## src/rtl/fetch_seq_pkg.sv

```systemverilog
// fetch_seq_pkg: shared types and constants for the dual-issue fetch sequencer.
// Holds the sequencer state encoding, the STOP opcode default and the layout
// of one decoupling-queue entry.
package fetch_seq_pkg;

    // PC width carried in each queue entry; the sequencer's PC_W defaults to it.
    localparam int FETCH_PC_W = 11;

    // Opcode (instr[31:21]) that halts fetch.
    localparam logic [10:0] STOP_OPC_DEF = 11'h000;

    typedef enum logic [1:0] {
        ST_IDLE = 2'd0,
        ST_RUN  = 2'd1,
        ST_HALT = 2'd2
    } fetch_state_e;

    // One fetched pair as seen by decode.
    typedef struct packed {
        logic [FETCH_PC_W-1:0] pc;
        logic [31:0]           instr1;
        logic [31:0]           instr2;
        logic [1:0]            slot_valid;
    } fetch_entry_t;

endpackage

```

## src/rtl/fetch_queue.sv

```systemverilog
// fetch_queue: synchronous FIFO of fetch_entry_t between fetch and decode.
// Registered storage only (no bypass); push and pop may coincide when full.
// Synchronous clear drops every entry.
module fetch_queue
    import fetch_seq_pkg::*;
#(
    parameter int DEPTH = 2
) (
    input  logic         clk,
    input  logic         reset,
    input  logic         i_push,
    input  logic         i_pop,
    input  logic         i_clear,
    input  fetch_entry_t i_data,
    output fetch_entry_t o_head,
    output logic         o_full,
    output logic         o_empty
);

    localparam int AW = (DEPTH > 1) ? $clog2(DEPTH) : 1;
    localparam int CW = AW + 1;

    fetch_entry_t     r_mem [DEPTH];
    logic [AW-1:0]    r_wr_ptr;
    logic [AW-1:0]    r_rd_ptr;
    logic [CW-1:0]    r_count;

    // Pointer and occupancy bookkeeping; reset and clear both empty the queue.
    always_ff @(posedge clk) begin
        // NOTE: sequential state uses non-blocking (<=) so every register samples pre-edge values.
        if (reset || i_clear) begin
            r_wr_ptr <= '0;
            r_rd_ptr <= '0;
            r_count  <= '0;
        end else begin
            if (i_push) r_wr_ptr <= r_wr_ptr + AW'(1);
            if (i_pop)  r_rd_ptr <= r_rd_ptr + AW'(1);
            r_count <= r_count + CW'(i_push) - CW'(i_pop);
        end
    end

    // Entry storage write port.
    always_ff @(posedge clk) begin
        // NOTE: storage is deliberately not reset; validity comes from r_count, so stale data is never exposed as valid.
        if (i_push && !i_clear) begin
            r_mem[r_wr_ptr] <= i_data;
        end
    end

    assign o_head  = r_mem[r_rd_ptr];
    assign o_full  = (r_count == CW'(DEPTH));
    assign o_empty = (r_count == '0);

endmodule

```

## src/rtl/fetch_sequencer.sv

```systemverilog
// fetch_sequencer: dual-issue fetch stage sequencer.
// Decides each cycle whether fetch advances, redirects fetch on taken branches,
// captures each fetched pair into a decoupling queue and halts on STOP.
// Optional build macro FETCH_SEQ_PERF_EN adds saturating stall/redirect counters.
module fetch_sequencer
    import fetch_seq_pkg::*;
#(
    parameter int          PC_W      = FETCH_PC_W,
    parameter int          BUF_DEPTH = 2,
    parameter logic [10:0] STOP_OPC  = STOP_OPC_DEF
) (
    input  logic            clk,
    input  logic            reset,
    input  logic [31:0]     if_instr1,
    input  logic [31:0]     if_instr2,
    output logic            enable_pc,
    output logic            branch_flag,
    output logic [PC_W-1:0] branch_target,
    input  logic            br_taken,
    input  logic [PC_W-1:0] br_pc,
    output logic            dec_valid,
    input  logic            dec_ready,
    output logic [31:0]     dec_instr1,
    output logic [31:0]     dec_instr2,
    output logic [PC_W-1:0] dec_pc,
    output logic [1:0]      dec_slot_valid,
    output logic            halted
`ifdef FETCH_SEQ_PERF_EN
    ,
    output logic [15:0]     perf_stall_cnt,
    output logic [15:0]     perf_redirect_cnt
`endif
);

    fetch_state_e    r_state;
    logic [PC_W-1:0] r_pc;
    logic            r_redirect;   // next pushed pair is the first after a redirect

    logic            w_br_accept;
    logic            w_dec_valid;
    logic            w_pop;
    logic            w_push;
    logic            w_stop;
    logic            w_show;
    logic            w_q_full;
    logic            w_q_empty;
    logic [1:0]      w_slot_valid;
    fetch_entry_t    w_new;
    fetch_entry_t    w_head;

    // Reset gates every combinational decision so outputs read 0 during reset.
    assign w_br_accept  = !reset && br_taken && (r_state != ST_HALT);
    assign w_dec_valid  = !reset && !w_q_empty && !w_br_accept;
    assign w_pop        = w_dec_valid && dec_ready;
    assign w_push       = !reset && (r_state == ST_RUN) && !w_br_accept
                          && (!w_q_full || w_pop);

    // A redirect to an odd word kills the even slot of the first pair.
    assign w_slot_valid = r_redirect ? {1'b1, ~r_pc[2]} : 2'b11;

    // STOP counts only in a live slot of a pair that is actually pushed.
    assign w_stop = w_push
                    && ((w_slot_valid[0] && (if_instr1[31:21] == STOP_OPC))
                        || (if_instr2[31:21] == STOP_OPC));

    assign w_new = '{pc: r_pc, instr1: if_instr1, instr2: if_instr2,
                     slot_valid: w_slot_valid};

    fetch_queue #(
        .DEPTH (BUF_DEPTH)
    ) u_queue (
        .clk     (clk),
        .reset   (reset),
        .i_push  (w_push),
        .i_pop   (w_pop),
        .i_clear (w_br_accept),
        .i_data  (w_new),
        .o_head  (w_head),
        .o_full  (w_q_full),
        .o_empty (w_q_empty)
    );

    // FSM, shadow PC (mirrors the fetch PC) and redirect marker.
    always_ff @(posedge clk) begin
        if (reset) begin
            r_state    <= ST_IDLE;
            r_pc       <= '0;
            r_redirect <= 1'b0;
        end else begin
            case (r_state)
                ST_IDLE: r_state <= ST_RUN;
                ST_RUN:  if (w_stop) r_state <= ST_HALT;
                ST_HALT: r_state <= ST_HALT;
                default: r_state <= ST_IDLE;
            endcase

            if (w_br_accept) begin
                r_pc       <= br_pc;
                r_redirect <= 1'b1;
            end else if (w_push) begin
                r_pc       <= r_pc + PC_W'(8);
                r_redirect <= 1'b0;
            end
        end
    end

    assign w_show         = !reset && !w_q_empty;
    assign enable_pc      = w_push;
    assign branch_flag    = w_br_accept;
    assign branch_target  = w_br_accept ? br_pc : '0;
    assign dec_valid      = w_dec_valid;
    assign dec_instr1     = w_show ? w_head.instr1     : '0;
    assign dec_instr2     = w_show ? w_head.instr2     : '0;
    assign dec_pc         = w_show ? w_head.pc         : '0;
    assign dec_slot_valid = w_show ? w_head.slot_valid : '0;
    assign halted         = !reset && (r_state == ST_HALT);

`ifdef FETCH_SEQ_PERF_EN
    logic [15:0] r_perf_stall;
    logic [15:0] r_perf_redirect;

    // Saturating counters: RUN cycles with no fetch progress, and accepted branches.
    always_ff @(posedge clk) begin
        if (reset) begin
            r_perf_stall    <= '0;
            r_perf_redirect <= '0;
        end else begin
            if ((r_state == ST_RUN) && !w_push && !br_taken
                && (r_perf_stall != 16'hFFFF)) begin
                r_perf_stall <= r_perf_stall + 16'd1;
            end
            if (w_br_accept && (r_perf_redirect != 16'hFFFF)) begin
                r_perf_redirect <= r_perf_redirect + 16'd1;
            end
        end
    end

    assign perf_stall_cnt    = reset ? '0 : r_perf_stall;
    assign perf_redirect_cnt = reset ? '0 : r_perf_redirect;
`endif

`ifndef SYNTHESIS
    // Branch destinations must be word aligned.
    a_br_pc_aligned : assert property (@(posedge clk) disable iff (reset)
        br_taken |-> (br_pc[1:0] == 2'b00));
`endif

endmodule

```

## config.mk

```make
export PLATFORM = sky130hd
export DESIGN_NAME = fetch_sequencer
export DESIGN_NICKNAME = d
export VERILOG_FILES = /design/src/rtl/fetch_seq_pkg.sv /design/src/rtl/fetch_queue.sv /design/src/rtl/fetch_sequencer.sv
export SDC_FILE = /design/constraint.sdc
export NUM_CORES = 1
export LEC_CHECK = 0
export ABC_CLOCK_PERIOD_IN_PS = 11000
export CORE_ASPECT_RATIO = 1.4
export CORE_MARGIN = 2
export CORE_UTILIZATION = 40
export CTS_CLUSTER_DIAMETER = 40
export CTS_CLUSTER_SIZE = 14
export DETAILED_ROUTE_END_ITERATION = 16
export GPL_ROUTABILITY_DRIVEN = 1
export PLACE_DENSITY = 0.74
export SYNTH_ARGS = -nofsm -noshare
export SYNTH_HDL_FRONTEND = slang
export SYNTH_HIERARCHICAL = 1
export SYNTH_SLANG_ARGS = --single-unit
```

## constraint.sdc

```tcl
create_clock -name clk -period 11 [get_ports clk]
set_clock_uncertainty 0.05 [all_clocks]
set_input_delay 1.65 -clock clk [delete_from_list [all_inputs] [get_ports clk]]
set_output_delay 1.65 -clock clk [all_outputs]
set_load 0.01 [all_outputs]
```

# After elaboration in Yosys (flattened, before gate mapping)
# Memories as Yosys holds them, arrays and structs flattened. A register that Yosys moved wholly into a read port is not among the register bits.
# Cells that the tools add are included.
[word_totals] output_inout_bits=92 mem_bits_rw=152 mem_count=1 input_bits=79 wordCells=58 ff_bits=18
[classes] eq_ne=5 n_reduce_logical=24 mux=16 n_bitwise=1 addsub=5
[mem_list] memory="u_queue.r_mem" words=2 word_bits=76 read_ports=1 rd_clocked_by_memory_dff=1 write_ports=1 line="fetch_queue.sv:23" source="fetch_entry_t r_mem [DEPTH];"
[op_table] op="32-bit 2-to-1 mux" count=2
[op_table] op="11-bit 2-to-1 mux" count=4
[op_table] op="11-bit zero test" count=2
[op_table] op="1-bit logical AND" count=12
[op_table] op="11-bit by 4-bit adder with 11-bit output, second input constant" count=1
[op_table] op="1-bit 2-to-1 mux" count=7
[op_table] op="2-bit one-hot mux with 3 select lines" count=1
[op_table] op="2-bit equality test, second input constant" count=2
[op_table] op="1-bit zero test" count=4
[op_table] op="2-bit zero test" count=2
[op_table] op="2-bit 2-to-1 mux" count=2
[op_table] op="2-bit != test, second input constant" count=2
[op_table] op="1-bit logical OR" count=3
[op_table] op="1-bit adder, second input constant" count=2
[op_table] op="2-bit by 1-bit adder with 2-bit output" count=1
[op_table] op="2-bit by 1-bit equality test with 1-bit output, second input constant" count=1
[op_table] op="2-bit nonzero test" count=1
[op_table] op="2-bit by 1-bit subtractor with 2-bit output" count=1
[op_table] op="1-bit NOT" count=1

# Logic depth before layout (Yosys ltp)
[logic_depth] depth_word=11 depth_mapped=10 depth_no_buf=9

# Hierarchy
# Netlist, hierarchy kept.
[modules_own_cells] mod="fetch_queue" seq_area_each_um2=4724.5 instances=1 cells_per_inst=261 area_per_inst_um2=5918.2
[modules_own_cells] mod="fetch_sequencer" seq_area_each_um2=280.3 instances=1 cells_per_inst=205 area_per_inst_um2=1446.4

# Least setup slack after synthesis
# No wires, ideal clock.
[synth_timing] kind="in2reg" start="input port reset" end="memory u_queue/r_mem[0][0] (netlist name) (enable)" path_buffers=0 cell_stages=3 slack_ns=2.192 setup_time_ns=0.625 required_time_ns=10.325 arrival_ns=8.132 path_cell_list="nand2b_1 -> a211oi_2 -> nor3b_1"
[synth_between] elab_chain_len=11 word_cells_on_any_way=14 classes_between="mux: 2; reduce/logical: 12"
[synth_rtl] item="start, declared" line="fetch_sequencer.sv:13" source="input logic reset,"
[synth_rtl] item="1-bit zero test (*)" line="fetch_sequencer.sv:52, fetch_sequencer.sv:53, fetch_sequencer.sv:55"
[synth_rtl] item="1-bit logical AND (2 in series)" line="fetch_sequencer.sv:52" source="assign w_br_accept = !reset && br_taken && (r_state != ST_HALT);"
[synth_rtl] item="1-bit zero test" line="fetch_sequencer.sv:53, fetch_sequencer.sv:55"
[synth_rtl] item="1-bit logical AND" line="fetch_sequencer.sv:53" source="assign w_dec_valid = !reset && !w_q_empty && !w_br_accept;"
[synth_rtl] item="1-bit logical AND" line="fetch_sequencer.sv:54" source="assign w_pop = w_dec_valid && dec_ready;"
[synth_rtl] item="1-bit logical OR" line="fetch_sequencer.sv:56" source="&& (!w_q_full || w_pop);"
[synth_rtl] item="1-bit logical AND (*)" line="fetch_sequencer.sv:56"
[synth_rtl] item="via enable_pc" line="fetch_sequencer.sv:16" source="output logic enable_pc,"
[synth_rtl] item="1-bit logical AND (*)" line="fetch_queue.sv:45" source="if (i_push && !i_clear) begin"
[synth_rtl] item="1-bit 2-to-1 mux (*)" line="fetch_queue.sv:45"
[synth_rtl] item="1-bit 2-to-1 mux (not written as such) (*)" line="fetch_queue.sv:46" source="r_mem[r_wr_ptr] <= i_data;"
[synth_rtl] item="end, declared" line="fetch_queue.sv:23"
# The timed path passes the listed nets; every way through them passes the cells marked *.

# Final worst setup path
[layout_timing] start="input port reset" end="output port enable_pc"
[layout_between] elab_chain_len=8 word_cells_on_any_way=11 classes_between="reduce/logical: 11"
[layout_rtl] item="1-bit zero test (*)" line="fetch_sequencer.sv:52, fetch_sequencer.sv:53, fetch_sequencer.sv:55"
[layout_rtl] item="1-bit logical AND (2 in series)" line="fetch_sequencer.sv:52"
[layout_rtl] item="1-bit zero test" line="fetch_sequencer.sv:53, fetch_sequencer.sv:55"
[layout_rtl] item="1-bit logical AND" line="fetch_sequencer.sv:53"
[layout_rtl] item="1-bit logical AND" line="fetch_sequencer.sv:54"
[layout_rtl] item="1-bit logical OR" line="fetch_sequencer.sv:56"
[layout_rtl] item="1-bit logical AND (*)" line="fetch_sequencer.sv:56"
[layout_rtl] item="end, declared" line="fetch_sequencer.sv:16"
# Mark *: on every way between the ends. The rest lies on a longest branch, timed or not.

==> impl_metrics.csv <==
group,metric,value,unit
outcome,outcome,"finished clean",
global_routing,grtUsageMet2,27.59,%
sta,grt_setup_unrepaired,"false",
logic_synthesis,synth_area,7365,um2
worst_setup_path,r2r_setup_slack,7.73,ns
worst_setup_path,cp_max_fo,20,
global_routing,grt_pass1_vias,4556,
detailed_routing,drt-initial-drc-count,228,
logic_synthesis,ys_seq_area_share,67.96,%
power,combPwrFrac,13.8,%
final_layout,stdcell_count,892,
detailed_routing,antenna_left,0,
sta,fin_crit_sh,53.34,%
clocking,cts_hold_buf,0,
final_layout,drive_gt1_share,18.10,%
detailed_routing,firstDrtPassIters,4,
logic_synthesis,yosys.area.top_type_share,62.79,%
logic_synthesis,async_flop_share,0,%
global_routing,grt_use_met1,16.77,%
final_layout,syn_to_final_growth,33.57,%
logic_synthesis,ys_ff_latch,173,
worst_setup_path,path_class,"in2out",
die,die_x,118.7,um
global_routing,grt_util_met3,3.660,%
detailed_routing,routed-via-count,4374,
worst_setup_path,critical_path_required,9.30,ns
power,p_clk_share,35.0,%
clocking,numCtsBuffers,17,
power,swShare,22.74,%
worst_setup_path,critPathArrivalTime,4.17,ns
die,ios,171,
global_routing,top_usage_layer,"met2",
global_routing,overflow,0,
placed_design,gp_congestion,0.7486,
power,p_per_area,156.3,nW/um2
logic_synthesis,synth_area_leader_cell,"edfxtp_1",
clocking,cts-root-buf,"clkbuf_16",
detailed_routing,viasPerCell,4.904,
detailed_routing,drc,0,
power,seq_power_share,51.1,%
sta,final-hold-violation-count,0,
clocking,cts.sinks,173,
clocking,ctsResizeCount,0,
final_layout,diodes,0,
sta,fin_crit,5.867,ns
clocking,htreeDepth,4,
power,power.switching,0.0003497,W
placed_design,portBuffers,170,
clocking,cts_tree,"done",
die,die_h,164.6,um
clocking,insertion_delay,0.41,ns
sta,relSlewSlack,46.05,%
detailed_routing,post_drt_wl_per_cell,16.59,um
worst_hold_path,hp-class,"reg2reg",
sta,whs,0.4082,ns
logic_synthesis,ys_top_cells_by_area,"edfxtp_1 (63%), and2_1 (7.5%), mux2_2 (7.2%)",
die,die_area,19530,um2
logic_synthesis,ys.flop_type,"edfxtp_1",
sta,max_freq,170.4,MHz
power,internal_power,0.001188,W
global_routing,grt_pass1_wl,22940,um
logic_synthesis,ys_warn_count,6,
clocking,cts_buffer_depth,2,
placed_design,hpwl,10090,um
die,coreArea,18000,um2
logic_synthesis,synth_edf_count,154,
sta,worstMarginPinSlew,0.8067,ns
clocking,path_clk_slew,0.06,ns
sta,setup_tns,0,ns
power,p_leak,3.328,nW
die,core.rowCount,58,
logic_synthesis,netlist_instances,466,
detailed_routing,routed_wl,14800,um
worst_setup_path,endpoint_kind,"output port",
logic_synthesis,avgSynthCellArea,15.80,um2
sta,finalSetupViolations,0,
die,start_util,40.92,%
final_layout,fill_cells,1533,
global_routing,grt_max_degree,79,
placed_design,dp_cells,862,
global_routing,grt_usage,15.17,%
power,ir_worst_vdd,0.1097,mV
logic_synthesis,ys_types,44,
final_layout,fin_nets,726,
sta,maxSlewViolCount,0,
global_routing,grt_antenna_before_repair,0,
worst_setup_path,cp-start-kind,"input pin",
job,cap_violations,0,
clocking,post_cts_buffers,0,
## cell usage in the layout, fill, tap and decap left out, types with 4 or more instances in the layout
cell type / synthesis / layout
nor4_1: 4 / 4
nor2_1: 5 / 4
and2_1: 88 / 88
mux2_4: 30 / 30
a31oi_1: 4 / 4
o21ai_0: 8 / 8
clkbuf_16: 0 / 17
inv_1: 8 / 8
nand2_1: 9 / 9
nor3_1: 7 / 7
clkdlybuf4s50_1: 0 / 170
dfxtp_1: 19 / 18
a211oi_1: 4 / 4
xnor2_1: 4 / 4
mux2_2: 47 / 47
buf_4: 0 / 6
edfxtp_1: 154 / 154
a21oi_1: 8 / 8
ha_1: 6 / 6
nand3_1: 4 / 4
## metrics by stage
step	instance area, um2	worst slack (ns)	total power, W	util [%]
after floorplan	7368	2.193	0.0009156	-
after detailed placement	9308	5.158	0.001014	51.72
after global routing	9837	4.990	0.001604	54.66
after global placement	9308	5.255	0.001004	51.72
after CTS	9837	5.142	0.001557	54.66
final	9837	5.133	0.001538	54.66
## worst max-delay path, cell delays in order
cell	delay, ns
clkdlybuf4s50_1	0.82
nand2b_1	0.40
a211oi_2	0.63
clkdlybuf4s50_1	0.67
## cell usage after synthesis, types with 5 or more instances
library cell  instances
o21ai_0               8
dfxtp_1              19
inv_1                 8
mux2_2               47
nand2_1               9
ha_1                  6
and2_1               88
a21oi_1               8
mux2_4               30
clkbuf_1             12
nor3_1                7
edfxtp_1            154
nor2_1                5
## path summary, 6_finish.rpt
path | startpoint | depth (start not counted) | endpoint
min reg2reg | r_pc[0]$_SDFFE_PP0P_ | 0 | u_queue/r_mem[0][66]$_DFFE_PP_
min | r_pc[0]$_SDFFE_PP0P_ | 0 | u_queue/r_mem[0][66]$_DFFE_PP_
max reg2reg | r_state[1]$_SDFFE_PP0P_ | 6 | u_queue/r_mem[1][51]$_DFFE_PP_
max | reset | 4 | enable_pc
## layer usage
layer	share of wire [%]	vias up
li1	-	2071
met1	39	2148
met2	54	133
met3	4.6	22
met4	2.4	0
met5	0	-
## cell type report
| cell class | instances | area (um2) | share of cell area (%) |
|---|---|---|---|
| well taps | 240 | 300.3 | 3.053 |
| clock buffers | 19 | 432.9 | 4.401 |
| inverters | 9 | 33.78 | 0.3434 |
| flip-flops and latches | 173 | 5009 | 50.92 |
| clock inverters | 11 | 96.34 | 0.9794 |
| repair buffers | 176 | 1747 | 17.76 |
| multi-input cells | 264 | 2218 | 22.55 |
## sequential cells by signal, summed over array words and instances (netlist names), named ones only
| register | count |
|---|---|
| r_redirect | 1 |
| u_queue/r_wr_ptr | 1 |
| u_queue/r_mem | 154 |
| u_queue/r_rd_ptr | 1 |
| r_pc | 11 |
| r_state | 2 |
| u_queue/r_count | 2 |
## power groups by stage
stage          registers [W]  logic (W)  clock network (W)
2_1_floorplan       0.000798   0.000118                  0
4_1_cts             0.000786   0.000216           0.000555
5_1_grt             0.000790   0.000232           0.000582
3_5_place_dp        0.000800   0.000214                  0
6_report            0.000786   0.000213           0.000539
3_3_place_gp        0.000796   0.000208                  0
## cell families (layout without fill, tap and decap cells)
logic type                 after synthesis  in the layout  synth area share (%)
AOI/OAI and AO/OA                       35             35                 3.143
xor gates and xnor gates                 6              6                0.9004
adders and majority gates                6              6                 1.019
buffers and inverters                   30            215                 2.259
DFF                                    173            173                 67.96
muxes                                   78             78                 13.44
other                                    1              2               0.05092
and+or+nand+nor                        137            137                 11.23
Power figures use the tool's default switching activity.
